$ cat src/rtl/cdce_pkg.sv
// Shared definitions for the CDCE configuration sequencer.
//   CDCE_WORD_WIDTH : width of one CDCE register word
//   cdce_state_e    : sequencer FSM state encoding
//   cdce_max        : elaboration-time helper for sizing the shared cycle counter
package cdce_pkg;

   localparam int CDCE_WORD_WIDTH = 20;

   typedef enum logic [2:0] {
      ST_POWERUP   = 3'd0,
      ST_IDLE      = 3'd1,
      ST_FETCH     = 3'd2,
      ST_ISSUE     = 3'd3,
      ST_WAIT_DONE = 3'd4,
      ST_GAP       = 3'd5,
      ST_FINISH    = 3'd6,
      ST_ABORT     = 3'd7
   } cdce_state_e;

   function automatic int cdce_max(input int a, input int b);
      return (a > b) ? a : b;
   endfunction

endpackage

$ cat src/rtl/cdce_cycle_counter.sv
// Cycle counter shared by the sequencer's power-up, fetch, gap and timeout timing.
//   clk, reset_n : clock, asynchronous active-low reset
//   clr          : return count to zero (takes priority over en)
//   en           : advance count by one per cycle
//   term         : terminal count value
//   tc           : count has reached term (count saturates there)
module cdce_cycle_counter #(
   parameter int WIDTH = 16
) (
   input  logic             clk,
   input  logic             reset_n,
   input  logic             clr,
   input  logic             en,
   input  logic [WIDTH-1:0] term,
   output logic             tc
);

   logic [WIDTH-1:0] count_q, count_d;

   assign tc = (count_q == term);

   // Saturating at term keeps a state that lingers past its terminal count
   // from wrapping and seeing a second, spurious terminal.
   always_comb begin
      count_d = count_q;
      if (clr)
         count_d = '0;
      else if (en && !tc)
         count_d = count_q + 1'b1;
   end

   always_ff @(posedge clk or negedge reset_n) begin
      if (!reset_n) count_q <= '0;
      else          count_q <= count_d;
   end

endmodule

$ cat src/rtl/cdce_config_sequencer.sv
// Walks an external register table and feeds each word to the CDCE serial shifter.
//   clk, reset_n  : clock, asynchronous active-low reset
//   start         : level request, sampled in IDLE only
//   rom_addr      : table address (synchronous ROM, data one cycle later on rom_data)
//   rom_data      : table word
//   ser_enable    : shifter enable, high while a sequence (or power-up wait) is active
//   ser_start     : shifter start_transaction, held until the shifter drops ser_done
//   ser_word      : word presented to the shifter, stable from ISSUE through WAIT_DONE
//   ser_done      : shifter transaction_done (high = idle/finished)
//   busy          : sequence in progress, including power-up wait
//   config_done   : sticky, last sequence sent every word
//   timeout_err   : sticky, last sequence aborted on timeout
//   word_index    : index of the word currently/last issued
module cdce_config_sequencer
   import cdce_pkg::*;
#(
   parameter int NUM_WORDS      = 9,
   parameter int ADDR_WIDTH     = 4,
   parameter int POWERUP_CYCLES = 50000,
   parameter int GAP_CYCLES     = 4,
   parameter int TIMEOUT_CYCLES = 1024
) (
   input  logic                       clk,
   input  logic                       reset_n,
   input  logic                       start,
   output logic [ADDR_WIDTH-1:0]      rom_addr,
   input  logic [CDCE_WORD_WIDTH-1:0] rom_data,
   output logic                       ser_enable,
   output logic                       ser_start,
   output logic [CDCE_WORD_WIDTH-1:0] ser_word,
   input  logic                       ser_done,
   output logic                       busy,
   output logic                       config_done,
   output logic                       timeout_err,
   output logic [ADDR_WIDTH-1:0]      word_index
);

   localparam int CNT_MAX = cdce_max(cdce_max(POWERUP_CYCLES, TIMEOUT_CYCLES),
                                     cdce_max(GAP_CYCLES, 2));
   localparam int CNT_W   = $clog2(CNT_MAX + 1);

   // Terminal values are "cycles in state minus one": the counter clears on
   // state entry and the exit decision is made on the last cycle.
   localparam logic [CNT_W-1:0] PWR_TERM   = CNT_W'((POWERUP_CYCLES > 0) ? POWERUP_CYCLES - 1 : 0);
   localparam logic [CNT_W-1:0] FETCH_TERM = CNT_W'(1);
   localparam logic [CNT_W-1:0] GAP_TERM   = CNT_W'((GAP_CYCLES > 0) ? GAP_CYCLES - 1 : 0);
   localparam logic [CNT_W-1:0] TMO_TERM   = CNT_W'((TIMEOUT_CYCLES > 0) ? TIMEOUT_CYCLES - 1 : 0);
   localparam logic [ADDR_WIDTH-1:0] LAST_IDX = ADDR_WIDTH'(NUM_WORDS - 1);

   localparam cdce_state_e RESET_STATE = (POWERUP_CYCLES == 0) ? ST_IDLE : ST_POWERUP;

   cdce_state_e                state_q, state_d;
   logic [ADDR_WIDTH-1:0]      index_q, index_d;
   logic [CDCE_WORD_WIDTH-1:0] ser_word_q, ser_word_d;
   logic                       ser_start_q, ser_start_d;
   logic                       busy_q, busy_d;
   logic                       config_done_q, config_done_d;
   logic                       timeout_err_q, timeout_err_d;

   logic             cnt_clr, cnt_en, cnt_tc;
   logic [CNT_W-1:0] cnt_term;

   // One counter serves every timed state; each entry restarts it from zero.
   assign cnt_clr = (state_d != state_q);
   assign cnt_en  = (state_q != ST_IDLE);

   always_comb begin
      case (state_q)
         ST_POWERUP: cnt_term = PWR_TERM;
         ST_FETCH:   cnt_term = FETCH_TERM;
         ST_GAP:     cnt_term = GAP_TERM;
         default:    cnt_term = TMO_TERM;
      endcase
   end

   cdce_cycle_counter #(.WIDTH(CNT_W)) u_cnt (
      .clk     (clk),
      .reset_n (reset_n),
      .clr     (cnt_clr),
      .en      (cnt_en),
      .term    (cnt_term),
      .tc      (cnt_tc)
   );

   always_comb begin
      state_d       = state_q;
      index_d       = index_q;
      ser_word_d    = ser_word_q;
      ser_start_d   = ser_start_q;
      config_done_d = config_done_q;
      timeout_err_d = timeout_err_q;

      case (state_q)
         ST_POWERUP: begin
            if (cnt_tc) begin
               state_d = ST_FETCH;
               index_d = '0;
            end
         end
         ST_IDLE: begin
            if (start) begin
               state_d       = ST_FETCH;
               index_d       = '0;
               config_done_d = 1'b0;
               timeout_err_d = 1'b0;
            end
         end
         // Cycle 0 presents the address, cycle 1 has the ROM data.
         ST_FETCH: begin
            if (cnt_tc) begin
               ser_word_d  = rom_data;
               ser_start_d = 1'b1;
               state_d     = ST_ISSUE;
            end
         end
         // ser_done low means the shifter has taken the word; an already-low
         // ser_done on the first cycle counts as the acknowledge.
         ST_ISSUE: begin
            if (!ser_done) begin
               ser_start_d = 1'b0;
               state_d     = ST_WAIT_DONE;
            end else if (cnt_tc) begin
               ser_start_d   = 1'b0;
               timeout_err_d = 1'b1;
               state_d       = ST_ABORT;
            end
         end
         ST_WAIT_DONE: begin
            if (ser_done) begin
               state_d = ST_GAP;
            end else if (cnt_tc) begin
               timeout_err_d = 1'b1;
               state_d       = ST_ABORT;
            end
         end
         ST_GAP: begin
            if (cnt_tc) begin
               if (index_q == LAST_IDX) begin
                  config_done_d = 1'b1;
                  state_d       = ST_FINISH;
               end else begin
                  index_d = index_q + 1'b1;
                  state_d = ST_FETCH;
               end
            end
         end
         ST_FINISH: state_d = ST_IDLE;
         ST_ABORT:  state_d = ST_IDLE;
         default:   state_d = RESET_STATE;
      endcase

      // Enable and busy drop together as FINISH/ABORT is entered.
      busy_d = (state_d == ST_POWERUP) || (state_d == ST_FETCH) || (state_d == ST_ISSUE) ||
               (state_d == ST_WAIT_DONE) || (state_d == ST_GAP);
   end

   always_ff @(posedge clk or negedge reset_n) begin
      if (!reset_n) begin
         state_q       <= RESET_STATE;
         index_q       <= '0;
         ser_word_q    <= '0;
         ser_start_q   <= 1'b0;
         busy_q        <= 1'b0;
         config_done_q <= 1'b0;
         timeout_err_q <= 1'b0;
      end else begin
         state_q       <= state_d;
         index_q       <= index_d;
         ser_word_q    <= ser_word_d;
         ser_start_q   <= ser_start_d;
         busy_q        <= busy_d;
         config_done_q <= config_done_d;
         timeout_err_q <= timeout_err_d;
      end
   end

   assign rom_addr    = index_q;
   assign word_index  = index_q;
   assign ser_word    = ser_word_q;
   assign ser_start   = ser_start_q;
   assign ser_enable  = busy_q;
   assign busy        = busy_q;
   assign config_done = config_done_q;
   assign timeout_err = timeout_err_q;

endmodule

$ cat config.mk
export PLATFORM = sky130hd
export DESIGN_NAME = cdce_config_sequencer
export DESIGN_NICKNAME = d
export VERILOG_FILES = /design/src/rtl/cdce_pkg.sv /design/src/rtl/cdce_cycle_counter.sv /design/src/rtl/cdce_config_sequencer.sv
export SDC_FILE = /design/constraint.sdc
export NUM_CORES = 1
export LEC_CHECK = 0
export CAP_MARGIN = 20
export CORE_UTILIZATION = 50
export DETAILED_ROUTE_END_ITERATION = 7
export GPL_ROUTABILITY_DRIVEN = 1
export GPL_TIMING_DRIVEN = 0
export PLACE_DENSITY = 0.84
export SKIP_CTS_REPAIR_TIMING = 1
export SYNTH_ARGS = -nofsm -noshare
export SYNTH_HDL_FRONTEND = slang
export SYNTH_SLANG_ARGS = --single-unit
$ cat constraint.sdc
create_clock -name clk -period 3.3 [get_ports clk]
set_clock_uncertainty 0.15 [all_clocks]
set_input_delay 0.825 -clock clk [delete_from_list [all_inputs] [get_ports clk]]
set_output_delay 0.825 -clock clk [all_outputs]
set_load 0.005 [all_outputs]
After elaboration in Yosys (flattened, before gate mapping)
Cells that the tools add are included.
{ "totals": {"elab_cells": 82, "register_bits": 47} }
{ "op_classes": {"addsub": 2, "n_reduce_logical": 19, "muxes": 29, "eq_ne": 24} }
{ "op_table": {"columns": ["cell", "count"], "rows": [
  ["16-bit case mux with 3 select lines", 1],
  ["16-bit 2-to-1 mux", 2],
  ["3-bit 2-to-1 mux", 8],
  ["3-bit case mux with 7 select lines", 1],
  ["3-bit equality test (second input constant)", 6],
  ["16-bit by 1-bit adder with 16-bit output (second input constant)", 1],
  ["16-bit equality test", 1],
  ["4-bit 2-to-1 mux", 4],
  ["3-bit by 2-bit equality test with 1-bit output (second input constant)", 4],
  ["4-bit case mux with 3 select lines", 1],
  ["2-bit inequality test (second input constant)", 5],
  ["1-bit 2-to-1 mux", 9],
  ["4-bit AND reduction", 2],
  ["3-bit zero test", 2],
  ["2-bit by 1-bit inequality test with 1-bit output (second input constant)", 3],
  ["2-bit nonzero test", 3],
  ["3-bit nonzero test", 2],
  ["5-bit AND reduction", 1],
  ["4-bit by 1-bit adder with 4-bit output (second input constant)", 1],
  ["4-bit equality test (second input constant)", 1],
  ["1-bit logical OR", 4],
  ["1-bit case mux with 2 select lines", 2],
  ["3-bit by 1-bit equality test with 1-bit output (second input constant)", 1],
  ["3-bit by 1-bit inequality test with 1-bit output (second input constant)", 1],
  ["other kinds (8)", 8]
]} }

Longest topological paths before layout
Gate-level depths: netlist of the first run.
{ "depth": {"word_depth": 11, "ltp_mapped": 8} }

By module
From an unflattened synthesis of the first run, not the netlist that was laid out.
{ "hier_totals": {"cells_unflattened": 258, "hier_area_um2": 2653.8} }
{ "by_module_without_submodules": {"columns": ["mod", "area_per_inst_um2", "cells_each", "n_inst"], "rows": [
  ["cdce_config_sequencer", 1567.8, 141, 1],
  ["cdce_cycle_counter", 1086.0, 117, 1]
]} }

Worst setup path after synthesis of the first run
No wires, ideal clock.
{ "synth_timing": {"kind": "flip-flop to flip-flop", "start": "register state_q[0]", "end": "register busy_q, in the netlist busy", "period_less_slack_ps": 2397, "path_buffers": 1, "setup_slack_ps": 903, "path_stages_with_launch": 8, "setup_time_ps": 129, "arrival_ps": 2118, "path_cell_list": "dfrtp_1 > or3b_4 > or3b_4 > a21oi_4 > and3_4 > buf_4 > a21oi_1 > o41a_1"} }
{ "synth_between": {"elab_chain_cells": 11, "elab_cells_between_ends": 28, "classes_between": "eq/ne: 12; mux: 9; reduce/logical: 7"} }
{ "synth_rtl": {"columns": ["element", "line_no", "source"], "rows": [
  ["start, declared", "cdce_config_sequencer.sv:52", "cdce_state_e state_q, state_d;"],
  ["start signal, assigned", "cdce_config_sequencer.sv:167", "state_q <= state_d;"],
  ["3-bit equality test, or another cell as far along", "cdce_config_sequencer.sv:68, cdce_config_sequencer.sv:93", null],
  ["16-bit case mux with 3 select lines", "cdce_config_sequencer.sv:68", "case (state_q)"],
  ["16-bit equality test", "cdce_cycle_counter.sv:20", "assign tc = (count_q == term);"],
  ["3-bit 2-to-1 mux", "cdce_config_sequencer.sv:122, cdce_config_sequencer.sv:131", null],
  ["3-bit 2-to-1 mux, on equally long branches", "cdce_config_sequencer.sv:129, cdce_config_sequencer.sv:119", null],
  ["3-bit case mux with 7 select lines *", "cdce_config_sequencer.sv:93", "case (state_q)"],
  ["3-bit by 2-bit equality test with 1-bit output or 3-bit zero test (tied branches)", "cdce_config_sequencer.sv:153", "busy_d = (state_d == ST_POWERUP) || (state_d == ST_FETCH) || (state_d == ST_ISSUE) ||"],
  ["1-bit logical OR (3 in a row)", "cdce_config_sequencer.sv:153", null],
  ["1-bit logical OR *", "cdce_config_sequencer.sv:154", "(state_d == ST_WAIT_DONE) || (state_d == ST_GAP);"],
  ["via busy_d", "cdce_config_sequencer.sv:56", "logic busy_q, busy_d;"],
  ["end signal, assigned", "cdce_config_sequencer.sv:171", "busy_q <= busy_d;"],
  ["end, declared", "cdce_config_sequencer.sv:56", null]
]} }
The timed path passes the listed nets; every way through them passes the cells marked *.
A chain may end at the register's enable or synchronous reset.

Final worst setup path of the first run
{ "layout_timing": {"start": "register u_cnt.count_q[3]", "end": "register u_cnt.count_q[15]"} }
{ "layout_between": {"elab_chain_cells": 6, "elab_cells_between_ends": 15, "classes_between": "add/sub: 1; eq/ne: 2; mux: 9; reduce/logical: 3"} }
{ "layout_rtl": {"columns": ["element", "line_no", "source"], "rows": [
  ["start, declared", "cdce_cycle_counter.sv:18", "logic [WIDTH-1:0] count_q, count_d;"],
  ["start signal, assigned", "cdce_cycle_counter.sv:34", "else count_q <= count_d;"],
  ["16-bit equality test", "cdce_cycle_counter.sv:20", null],
  ["3-bit 2-to-1 mux", "cdce_config_sequencer.sv:122, cdce_config_sequencer.sv:131", null],
  ["3-bit 2-to-1 mux, on equally long branches", "cdce_config_sequencer.sv:129, cdce_config_sequencer.sv:119", null],
  ["3-bit case mux with 7 select lines", "cdce_config_sequencer.sv:93", null],
  ["3-bit inequality test", "cdce_config_sequencer.sv:64", "assign cnt_clr = (state_d != state_q);"],
  ["16-bit 2-to-1 mux or 2-bit nonzero test (tied branches)", null, null]
]} }
Parallel ways exist; a longest one is shown, timed or not. The select of a mux whose other input is x is not followed.

==> key figures, run 1 <==
Worst setup path
  • CP max stage cell: or3b_4
  • Critical Path End Type: register
  • Critical-path maximum fanout: 10
  • Worst setup SP type: register
  • R2r setup slk: 0.60 ns
  • Most used cell, CP: buf_2
  • CP Cell Sequence: buf_2, nor4_1, or3b_4, a21oi_4, nand3_4, a21oi_2, buf_2, nor2_1
  • Largest stage delay, worst path: 0.44 ns
  • Worst path arrival time: 2.75 ns
  • Crit path required time: 3.34 ns
  • Crit path kind: reg -> reg

Placement
  • RePlAce Congestion: 0.8923
  • Area after DPL: 3218 um^2
  • IO buf count: 56
  • DP HPWL: 4171 um
  • Pre-CTS setup slack: 0.4937 ns

Die
  • Die X-Extent: 73.54 um
  • Die height: 73.54 um
  • Die area: 5407 um^2
  • I/O pin total: 57
  • Rows: 25
  • Core area: 4817 um^2
  • Initial Util: 53.12%

CTS
  • TritonCTS Buffers: 5
  • Clock Latency Late Sink: 0.31 ns
  • Clock Tree Buf Depth: 2
  • H-tree levels: 2
  • Clock sinks: 47
  • CTS tree: built
  • CTS Root Cell: clkbuf_8
  • Reg clk slew, reported paths: 0.09 ns

Logic synthesis
  • Syn Inst Count: 242
  • Register area share after synthesis: 45.97%
  • Synth area leader: dfrtp_1
  • Yosys reg bits: 47
  • Synth warn: 0
  • Top cell type's share of synthesized area: 45.97%
  • Predominant post-synthesis flop cell: dfrtp_1
  • EDFF count, synth: 0
  • Mapped cell area: 2559 um^2
  • Largest cells by area after synthesis: dfrtp_1 (46%), mux2_4 (11%), nor2_1 (3.2%)
  • Syn avg cell area: 10.57 um^2
  • Syn_nets: 269
  • Post-synth cell types: 50
  • Synth async-reset ratio: 100.0%

Timing
  • Final Cycle Share: 81.92%
  • Fmax: 0.3699 GHz
  • Final hold viol count: 0
  • RSZ-0062 raised after global routing: false
  • Relative slew slack: 61.37%
  • Worst slew pin tran: 0.5751 ns
  • Final worst setup slack: 0.5966 ns
  • Final Setup Violations: 0
  • Max-slew violation count: 0
  • Final min period: 2.703 ns
  • Setup_tns: 0 ns

Detailed routing
  • Antenna Nets Post-Route: 0
  • Vias/cell: 5.594
  • Wire per inst: 15.08 um
  • Routed WL: 5639 um
  • Total number of vias: 2092
  • DR iter-0 viols: 107
  • DR pass1 iterations: 5
  • DRC: 0

Final layout
  • Design area: 3317 um^2
  • # diodes: 0
  • Nets@finish: 333
  • Synthesis-to-finish area growth: 29.63%
  • Final core utilization: 68.86%
  • Layout cells sized above 1: 16.61%

GRT
  • Global route overflow: 0
  • Global-route wire length before repair: 9301 um
  • Aggregate global-route resource usage: 22.78%
  • Largest net degree at the start of global routing: 40
  • Vias in the first global route: 2046
  • Initial antenna violation count: 0

Worst hold path
  • Worst Hold Class: in -> async

Pwr
  • Power per cell area: 777.5 nW/um^2
  • Static leakage: 1.420 nW
  • Peak VDD IR: 0.3713 mV
  • Power Total: 0.002579 W

Job
  • Max-Cap Viols: 0

Outcome
  • Outcome: finished clean
[layout by cell type, fill, tap and decap left out, drive strengths merged, types with 2 or more instances in the layout]
master	Yosys	final
clkdlybuf4s50	0	55
dfrtp	47	47
nor2	22	22
mux2	20	20
a21oi	17	17
nand2	15	15
buf	12	14
o21ai	11	11
nand3	11	11
nor3	9	9
clkbuf	2	8
inv	7	7
nor4	6	6
or3	5	5
nand4	5	5
xnor2	5	5
and3	5	5
nor2b	4	4
o211ai	3	3
a31oi	3	3
xor2	3	3
ha	3	3
a2111oi	3	3
nand2b	3	3
or3b	2	2
o21a	2	2
a22o	2	2
[final cells by class]
class                   count  area, um^2
multi-input cells         174        1261
plain buffers              14       95.09
repair buffers             57       575.6
fillers                   385        1500
flip-flops and latches     47        1176
inverters                   7       26.28
well taps                  67       83.83
clock buffers               6       82.58
clock inverters             2       16.27
[cell families (layout without fill, tap and decap cells)]
kind of cell / Yosys count / count (layout) / synth area share (%)
AND/OR/NAND/NOR: 92 / 92 / 19.66
AO/OA/AOI/OAI: 50 / 50 / 13.45
buffers and inverters: 21 / 86 / 4.743
multiplexers: 21 / 21 / 11.98
flip-flops: 47 / 47 / 45.97
adder cells (fa/ha/maj): 3 / 3 / 1.467
XOR/XNOR: 8 / 8 / 2.738
[registers in the layout, indices dropped and copies added (netlist names)]
register       cells
config_done        1
busy               1
timeout_err        1
state_q            3
u_cnt.count_q     16
ser_word          20
rom_addr           4
ser_start          1
[through the flow]
step                      cells  hold slack (ns)
final                       374           0.2217
after global routing        374           0.2199
after CTS                   374           0.2163
after detailed placement    366           0.3401
after global placement      365           0.3363
after floorplan             242           0.3360
[critical path, delay by kind of cell, from the launching register on]
family,cells,cell delay [ns]
flops,1,0.37
buf+inv,2,0.45
simple gates,4,1.03
compound gates,2,0.58
[cells in the mapped netlist (2+ instances only)]
| library cell | n |
|---|---|
| xnor2_1 | 5 |
| buf_2 | 4 |
| o211ai_1 | 3 |
| nand3_1 | 10 |
| a22o_1 | 2 |
| inv_1 | 7 |
| or3_1 | 5 |
| clkbuf_1 | 2 |
| xor2_1 | 3 |
| a21oi_1 | 15 |
| a31oi_1 | 3 |
| nor4_1 | 6 |
| nor2_1 | 22 |
| nor2b_1 | 4 |
| nand2b_1 | 2 |
| or3b_4 | 2 |
| nand4_1 | 5 |
| buf_4 | 6 |
| a2111oi_0 | 2 |
| ha_1 | 3 |
| and3_1 | 4 |
| nand2_1 | 15 |
| mux2_4 | 19 |
| nor3_1 | 9 |
| o21ai_0 | 11 |
| o21a_1 | 2 |
| buf_6 | 2 |
| dfrtp_1 | 47 |
[final timing paths]
check | endpoint | depth (start not counted) | from
hold reg to reg | ser_word[11] | 1 | ser_word[11]
setup reg to reg | u_cnt.count_q[15] | 8 | u_cnt.count_q[3]
min in group clk | ser_word[11] | 1 | ser_word[11]
hold / removal | ser_word[0] | 1 | reset_n
max in group asynchronous | u_cnt.count_q[0] | 2 | reset_n
setup / recovery | u_cnt.count_q[15] | 8 | u_cnt.count_q[3]
[layer usage]
metal	routed length, um	vias to the layer above	GRT usage, %	part of all wire [%]
met4	74	0	7.692	1.3
met5	0	-	0	0
li1	-	1005	-	-
met3	417	6	6.447	7.4
met1	2538	994	29.03	45
met2	2608	87	37.21	46
[where the power goes]
group / internal, W / switching [W] / total (W)
clock: 0.000171 / 0.000196 / 0.000367
combinational: 0.000760 / 0.000532 / 0.00129
sequential: 0.000777 / 0.000143 / 0.000920
Power figures use the tool's default switching activity.
==> run 2: changes to the inputs <==
==> constraint.sdc (replaced) <==
create_clock -name clk -period 2.8 [get_ports clk]
set_clock_uncertainty 0.15 [all_clocks]
set_input_delay 0.7 -clock clk [delete_from_list [all_inputs] [get_ports clk]]
set_output_delay 0.7 -clock clk [all_outputs]
set_load 0.005 [all_outputs]
==> key figures, run 2 (synthesis gave the netlist of run 1 again) <==
Pwr
  • Power per cell area: 916.5 nW/um^2
  • Peak VDD IR: 0.4351 mV
  • Power Total: 0.003047 W
  • Static leakage: 1.421 nW

Worst setup path
  • Worst path arrival time: 2.71 ns
  • Crit path required time: 2.85 ns
  • Critical Path End Type: register
  • Reg2reg path depth: 8
  • Worst setup SP type: register
  • Critical-path maximum fanout: 10
  • Crit path kind: reg -> reg

Timing
  • Relative slew slack: 52.90%
  • Final Cycle Share: 94.95%
  • Final min period: 2.658 ns
  • Final hold viol count: 0
  • Final Setup Violations: 0
  • WHS: 0.09604 ns
  • Fmax: 0.3762 GHz
  • Max-slew violation count: 0
  • RSZ-0062 raised after global routing: false
  • Worst slew pin tran: 0.7012 ns

Placement
  • RePlAce Congestion: 0.8923
  • DP HPWL: 4171 um
  • IO buf count: 56

Detailed routing
  • Routed WL: 5625 um
  • Antenna Nets Post-Route: 0
  • DR pass1 iterations: 7
  • Wire per inst: 15.04 um
  • Total number of vias: 2088
  • Vias/cell: 5.583
  • DRC: 0
  • DR iter-0 viols: 118

GRT
  • Aggregate global-route resource usage: 22.78%
  • Largest net degree at the start of global routing: 40
  • Global-route wire length before repair: 9301 um
  • Global route overflow: 0
  • Initial antenna violation count: 0
  • Vias in the first global route: 2046

Final layout
  • Max reg flops: 20
  • # fillers: 383
  • Nets@finish: 333
  • Commonest non-fill, non-tap cells in the layout: clkdlybuf4s50_1 (55), dfrtp_1 (47), nor2_1 (22), mux2_4 (19)
  • Reg area: 1176 um^2
  • Final core utilization: 69.01%
  • # diodes: 0
  • Synthesis-to-finish area growth: 29.93%
  • Multi-input gate area: 1269 um^2
  • Layout cells sized above 1: 16.61%
  • Most common cell after layout, fill and taps aside: clkdlybuf4s50_1

CTS
  • H-tree levels: 2
  • Reg clk slew, reported paths: 0.09 ns
  • Clock Tree Buf Depth: 2
  • Clock sinks: 47
  • CTS tree: built
  • Clock Latency Late Sink: 0.31 ns
  • CTS Root Cell: clkbuf_8
  • TritonCTS Buffers: 5

Die
  • Initial Util: 53.12%
  • Rows: 25
  • Die area: 5407 um^2
  • Core area: 4817 um^2
  • Die X-Extent: 73.54 um
  • I/O pin total: 57
  • Die height: 73.54 um

Worst hold path
  • Worst Hold Class: in -> async

Outcome
  • Outcome: finished clean

Job
  • Max-Cap Viols: 0
==> run 2: final timing paths <==
check	to	slack (ns)	start
worst max-delay path	busy	0.14	u_cnt.count_q[3]
worst min-delay path	ser_word[0]	0.1	reset_n
worst max register to register	busy	0.14	u_cnt.count_q[3]
worst min register to register	ser_word[11]	0.36	ser_word[11]
max in group asynchronous	u_cnt.count_q[0]	1.92	reset_n
min in group clk	ser_word[11]	0.36	ser_word[11]
==> run 2: power by group <==
| part | internal, W | switching (W) | leakage [nW] | total (W) |
|---|---|---|---|---|
| clock network | 0.000201 | 0.000232 | 0.0474 | 0.000434 |
| logic | 0.000901 | 0.000628 | 0.784 | 0.00153 |
| registers | 0.000915 | 0.000169 | 0.590 | 0.00108 |
| total | 0.00202 | 0.00103 | 1.42 | 0.00305 |
==> run 2: layer usage <==
metal / routed length [um] / global-route usage [%] / vias up
met3: 419 / 6.447 / 6
met4: 73 / 7.692 / 0
met5: 0 / 0 / -
met2: 2606 / 37.21 / 93
li1: - / - / 1004
met1: 2526 / 29.03 / 985
==> run 2: cell type report <==
type                       instances  area share (%)
multi-input combinational        174           38.16
tap                               67           2.522
timing repair buffer              57           17.31
inverter                           7          0.7904
buffer                            14           2.860
sequential                        47           35.38
clock inverter                     2          0.4893
clock buffer                       6           2.484
==> run 2: per-stage QoR <==
stage / cells / worst slack (ns) / TNS (ns) / cell area, um^2
floorplan: 242 / 0.4025 / 0 / 2559
global placement: 365 / -0.4407 / -20.60 / 3203
finish: 374 / 0.1415 / 0 / 3324
detailed placement: 366 / 0.1187 / 0 / 3218
global route: 374 / 0.03539 / 0 / 3324
CTS: 374 / 0.1094 / 0 / 3317
==> run 2: critical path, stage by stage (launching register included) <==
cell and delay [ns]:
dfrtp_1 0.37, buf_2 0.17, nor4_1 0.36, or3b_4 0.44, a21oi_4 0.21, and3_4 0.27
buf_4 0.18, a21oi_1 0.08, o41a_1 0.31
